[src/rtl/letc_core_mem_arb.sv]
// Round-robin arbiter sharing one downstream memory channel between IMSS (read-only)
// and DMSS (read/write), with a single transaction outstanding at a time.
module letc_core_mem_arb #(
    parameter int ADDR_W = 32,
    parameter int DATA_W = 32
) (
    input  logic                  clk,
    input  logic                  rst_n,

    input  logic                  imss_req_valid,
    output logic                  imss_req_ready,
    input  logic [ADDR_W-1:0]     imss_req_addr,
    output logic                  imss_rsp_valid,
    output logic [DATA_W-1:0]     imss_rsp_rdata,
    output logic                  imss_rsp_err,

    input  logic                  dmss_req_valid,
    output logic                  dmss_req_ready,
    input  logic [ADDR_W-1:0]     dmss_req_addr,
    input  logic                  dmss_req_wen,
    input  logic [DATA_W-1:0]     dmss_req_wdata,
    input  logic [DATA_W/8-1:0]   dmss_req_wstrb,
    output logic                  dmss_rsp_valid,
    output logic [DATA_W-1:0]     dmss_rsp_rdata,
    output logic                  dmss_rsp_err,

    output logic                  down_req_valid,
    input  logic                  down_req_ready,
    output logic [ADDR_W-1:0]     down_req_addr,
    output logic                  down_req_wen,
    output logic [DATA_W-1:0]     down_req_wdata,
    output logic [DATA_W/8-1:0]   down_req_wstrb,
    input  logic                  down_rsp_valid,
    input  logic [DATA_W-1:0]     down_rsp_rdata,
    input  logic                  down_rsp_err,

    output logic [1:0]            dbg_state,
    output logic                  dbg_owner
);

    localparam int STRB_W = DATA_W / 8;

    localparam logic [1:0] ST_IDLE = 2'd0;
    localparam logic [1:0] ST_REQ  = 2'd1;
    localparam logic [1:0] ST_RSP  = 2'd2;
    localparam logic [1:0] ST_DONE = 2'd3;

    logic [1:0]        state_q, state_d;
    logic              owner_q, owner_d;
    logic              last_grant_q, last_grant_d;
    logic [ADDR_W-1:0] addr_q, addr_d;
    logic              wen_q, wen_d;
    logic [DATA_W-1:0] wdata_q, wdata_d;
    logic [STRB_W-1:0] wstrb_q, wstrb_d;
    logic [DATA_W-1:0] rdata_q, rdata_d;
    logic              err_q, err_d;

    logic              grant_any;
    logic              grant_dmss;
    logic              in_idle;

    // On a tie DMSS wins only when IMSS held the previous grant (last_grant = 0).
    assign grant_any  = imss_req_valid | dmss_req_valid;
    assign grant_dmss = dmss_req_valid & (~imss_req_valid | ~last_grant_q);
    assign in_idle    = (state_q == ST_IDLE);

    always_comb begin
        state_d      = state_q;
        owner_d      = owner_q;
        last_grant_d = last_grant_q;
        addr_d       = addr_q;
        wen_d        = wen_q;
        wdata_d      = wdata_q;
        wstrb_d      = wstrb_q;
        rdata_d      = rdata_q;
        err_d        = err_q;

        case (state_q)
            ST_IDLE: begin
                if (grant_any) begin
                    owner_d      = grant_dmss;
                    last_grant_d = grant_dmss;
                    state_d      = ST_REQ;
                    if (grant_dmss) begin
                        addr_d  = dmss_req_addr;
                        wen_d   = dmss_req_wen;
                        wdata_d = dmss_req_wdata;
                        wstrb_d = dmss_req_wstrb;
                    end else begin
                        addr_d  = imss_req_addr;
                        wen_d   = 1'b0;
                        wdata_d = '0;
                        wstrb_d = '0;
                    end
                end
            end
            ST_REQ: begin
                if (down_req_ready) begin
                    state_d = ST_RSP;
                end
            end
            ST_RSP: begin
                if (down_rsp_valid) begin
                    rdata_d = wen_q ? '0 : down_rsp_rdata;
                    err_d   = down_rsp_err;
                    state_d = ST_DONE;
                end
            end
            default: begin
                state_d = ST_IDLE;
            end
        endcase
    end

    always_ff @(posedge clk or negedge rst_n) begin
        if (!rst_n) begin
            state_q      <= ST_IDLE;
            owner_q      <= 1'b0;
            last_grant_q <= 1'b1;
            addr_q       <= '0;
            wen_q        <= 1'b0;
            wdata_q      <= '0;
            wstrb_q      <= '0;
            rdata_q      <= '0;
            err_q        <= 1'b0;
        end else begin
            state_q      <= state_d;
            owner_q      <= owner_d;
            last_grant_q <= last_grant_d;
            addr_q       <= addr_d;
            wen_q        <= wen_d;
            wdata_q      <= wdata_d;
            wstrb_q      <= wstrb_d;
            rdata_q      <= rdata_d;
            err_q        <= err_d;
        end
    end

    assign imss_req_ready = in_idle & imss_req_valid & ~grant_dmss;
    assign dmss_req_ready = in_idle & grant_dmss;

    assign imss_rsp_valid = (state_q == ST_DONE) & ~owner_q;
    assign dmss_rsp_valid = (state_q == ST_DONE) & owner_q;
    assign imss_rsp_rdata = rdata_q;
    assign dmss_rsp_rdata = rdata_q;
    assign imss_rsp_err   = err_q;
    assign dmss_rsp_err   = err_q;

    assign down_req_valid = (state_q == ST_REQ);
    assign down_req_addr  = addr_q;
    assign down_req_wen   = wen_q;
    assign down_req_wdata = wdata_q;
    assign down_req_wstrb = wstrb_q;

    assign dbg_state = state_q;
    assign dbg_owner = owner_q;

endmodule

[config.mk]
export PLATFORM = sky130hd
export DESIGN_NAME = letc_core_mem_arb
export DESIGN_NICKNAME = d
export VERILOG_FILES = /design/src/rtl/letc_core_mem_arb.sv
export SDC_FILE = /design/constraint.sdc
export NUM_CORES = 1
export LEC_CHECK = 0
export ABC_AREA = 1
export CAP_MARGIN = 0
export CORE_ASPECT_RATIO = 0.9
export CORE_UTILIZATION = 25
export DETAILED_ROUTE_END_ITERATION = 16
export PLACE_DENSITY = 0.56
export SYNTH_ARGS = -nofsm -noshare
export SYNTH_HDL_FRONTEND = slang
export SYNTH_SLANG_ARGS = --single-unit
export TNS_END_PERCENT = 20
[constraint.sdc]
create_clock -name clk -period 1.6 [get_ports clk]
set_clock_uncertainty 0.05 [all_clocks]
set_input_delay 0.24 -clock clk [delete_from_list [all_inputs] [get_ports clk]]
set_output_delay 0.24 -clock clk [all_outputs]
set_load 0.1 [all_outputs]
* Word-level counts from Yosys, hierarchy flattened
Cells that the tools add are included.
Storage, ports and cells: flip-flop bits (word level) 106, output and inout bits 143
Operators by class: equal/unequal tests 6, mux-type cells 9, bitwise gates (word level) 12, reduce and logical (&&, ||, !) cells 4
Operators with widths (number):
- 32-bit 2-to-1 mux | 3
- 1-bit AND | 6
- 2-bit 2-to-1 mux | 3
- 2-bit case mux with 3 select lines | 1
- 2-bit equality test, second input constant | 2
- 4-bit 2-to-1 mux | 1
- 2-bit != test, second input constant | 2
- 1-bit NOT | 4
- 2-bit AND reduction | 2
- 3-bit AND reduction | 1
- 2-bit by 1-bit equality test with 1-bit output, second input constant | 1
- 2-bit logical NOT | 1
- 2-bit by 1-bit != test with 1-bit output, second input constant | 1
- 1-bit OR | 2
- 1-bit 2-to-1 mux | 1

* Depth between registers and ports, before layout
depth after elaboration 5, mapped depth 8

* Worst setup path before layout
Ideal clock, no wire load.
path kind register to output, start reg state_q[1], in the netlist dbg_state[1], end out imss_rsp_valid, arrival 2552 ps, path slack -1242 ps, cell stages (with the launch flop) 4, buffers on the path 0, path through dfrtp_1 -> ha_1 -> inv_1 -> nor2_1
Between the ends: cells in the longest elaborated chain, start to end 2
RTL lines:
- start: declaration | RTL line 48 | logic [1:0] state_q, state_d;
- start signal: assignment | RTL line 127 | state_q <= state_d;
- 2-bit equality test | RTL line 142 | assign imss_rsp_valid = (state_q == ST_DONE) & ~owner_q;
- 1-bit AND | RTL line 142
- end: declaration | RTL line 13 | output logic imss_rsp_valid,
Every way passes these cells.

* Worst setup path after layout
start reg state_q[0], in the netlist dbg_state[0], end out dmss_req_ready
Between the ends: cells in the longest elaborated chain, start to end 2
RTL lines:
- 2-bit logical NOT | RTL line 65 | assign in_idle = (state_q == ST_IDLE);
- 1-bit AND | RTL line 140 | assign dmss_req_ready = in_idle & grant_dmss;
- end: declaration | RTL line 18 | output logic dmss_req_ready,
Every way passes these cells.

==> run metrics <==
DRC Markers=0; I/O Pins=283; Initial Util=25.8%; YS warnings=0; register bit total from synthesis=106; number of port buffers=282; via count=4765; Yosys cell types=19; CTS H-Tree Depth=3; Crit Path Max Fanout=3; syn nets=759; R2R Path End=down_req_wstrb[0]; Avg Inst Size Synth=8.10 µm²; Clock Path Buffers=2; failing checks=setup timing; Final ANT Viol Nets=0; outcome=finished with violations; critical path required time=1310 ps; Rows=48; grt ovf=0; Synth top area share=52.7%; r2r setup slk=50 ps; CTS Sinks=106; Core Region=0.0193 mm²; worst-path cell with the longest stage delay=dfrtp_4; synth top area cells=dfrtp_1, nand2_1, buf_4; Clock transition at path regs=80 ps; Area Growth Syn to Fin=100%; Synth Area in XOR/XNOR=0%; main combinational cell family by area after synthesis=simple AND/OR/NAND/NOR gates; clock latency on the worst-skew pair=340 ps; CP top delay family=flip-flops; worst hold slack=275 ps; Pre-antenna DRT Iters=4; dpl hpwl=13200 µm; Startpoint Class=flip-flop; Max Slew Vio Count=0; Vias/cell=4.21; worst path bufs/invs=3; Placer Congestion=0.771; Setup Crit Path Kind=flip-flop to primary output; DR WL/cell=15.2 µm; area share of fa/ha/maj cells after synthesis=1.00%; first-pass GRT wire length=26200 µm; Post-Synth Simple-Gate Area=30.9%; initial antenna violation count=0; Hold Crit Class=primary input to asynchronous set/reset pin; max_slew headroom=75.2%; Worst Reg-to-Reg Cells=8; ant diodes=0; Tightest Pin Transition=372 ps; Final Hold Fails=0; CP peak stage delay=500 ps; die footprint=0.0205 mm²; CP Data Arrival Time=1510 ps; FF-to-FF Start=dbg_state[0]; final setup fails=5; vias in the first global route=4681; final wirelength=17200 µm; Synth Area in Compound Gates=3.31%; Seq/Total Area, Yosys=53.3%; final worst slack=-200 ps; largest net degree at the start of global routing=49; period utilisation layout=113%; post-synthesis mux area share=0%; cells along the critical path=inv_4, ha_4, inv_1, nor2_4, buf_12; RSZ-0062 raised after global routing=true; commonest non-fill, non-tap cell in the layout=nand2_1; max-cap viol count=0; nets@finish=1022; Iteration-0 DRC Markers=157; Clock Tree Root=clkbuf_16; f_max=555 MHz; Mapped Area=0.00498 mm²; post-synthesis cell count=615; Die Span Y=136 µm; post-route minimum period=1800 ps; # fillers=1744; commonest non-fill, non-tap cells in the layout=nand2_1, buf_12, clkdlybuf4s50_1; Synth area leader=dfrtp_1; CTS tree=yes; Critical Path Sink Type=primary output; layout cells sized above 1=25.0%; TritonCTS Buffers=9; DIE WIDTH=151 µm; gr usage total=16.9%
## worst max path at each step
| stage | startpoint | endpoint | slack, ps | depth (start not counted) |
|---|---|---|---|---|
| 3_3_place_gp | imss_req_valid | imss_req_ready | -130 | 6 |
| 5_1_grt | dbg_state[1] | dmss_req_ready | -270 | 5 |
| 3_5_place_dp | dmss_req_valid | down_req_wstrb[0] | -150 | 6 |
| 2_1_floorplan | dbg_state[0] | imss_rsp_valid | -90 | 3 |
| 4_1_cts | dbg_state[1] | imss_req_ready | -230 | 6 |
| 6_report | dbg_state[0] | dmss_req_ready | -200 | 5 |
## sequential cells by signal, indices dropped and copies added (netlist names)
name / count
last_grant_q: 1
down_req_wen: 1
down_req_wstrb: 4
dbg_state: 2
dmss_rsp_rdata: 32
dmss_rsp_err: 1
dbg_owner: 1
down_req_wdata: 32
down_req_addr: 32
## cells by family (layout without fill, tap and decap cells)
group / count (synthesis) / after routing
compound gates: 33 / 33
simple gates: 361 / 361
flops: 106 / 106
buf+inv: 111 / 379
fa+ha+maj: 4 / 4
## area by class of cell
class	instances	area, µm²	area share, %
Sequential cell	106	2660	26.7
Timing Repair Buffer	319	4690	47.0
Multi-Input combinational cell	398	1860	18.6
Clock buffer	11	243	2.43
Tap cell	250	313	3.13
Inverter	44	176	1.77
Clock inverter	5	37.5	0.376
## per-layer routing
metal | vias to the layer above | GRT usage [%] | wire (µm)
li1 | 2384 | - | -
met1 | 2163 | 21.9 | 7460
met2 | 208 | 25.9 | 7750
met3 | 10 | 6.38 | 1810
met4 | 0 | 5.17 | 191
met5 | - | 0 | 0
## Yosys cell counts
cell type	number
nand3_1	34
dfrtp_1	105
nor2_2	2
buf_6	1
ha_1	4
dfstp_2	1
inv_2	1
nand2_1	286
buf_2	18
buf_4	34
o21ai_0	33
inv_1	43
nand3b_1	32
nor2_4	1
clkbuf_1	13
nand4_1	2
nor2_1	2
buf_1	1
nand2_2	2
## per-stage QoR
stage / cells / setup slack, ps / cell area [µm²] / setup TNS, ps / utilization [%]
floorplan: 615 / -94.7 / 5070 / -3420 / -
global placement: 1107 / -125 / 9540 / -4580 / 49.3
finish: 1133 / -200 / 9980 / -766 / 51.6
detailed placement: 1107 / -152 / 9540 / -7020 / 49.3
CTS: 1127 / -229 / 9890 / -828 / 51.1
global route: 1133 / -272 / 9980 / -1570 / 51.6
## repair_timing
| action | CTS | global route |
|---|---|---|
| pin swaps | 4 | 2 |
| hold buffers | 1 | 0 |
| endpoints found under the hold margin | 21 | 0 |
| setup buffers | 3 | 7 |
| setup endpoints to repair | 5 | 46 |
| resized for setup | 9 | 12 |
Power is not shown: default switching activity piles up to over one toggle a cycle in this logic, so the estimate is an artifact.
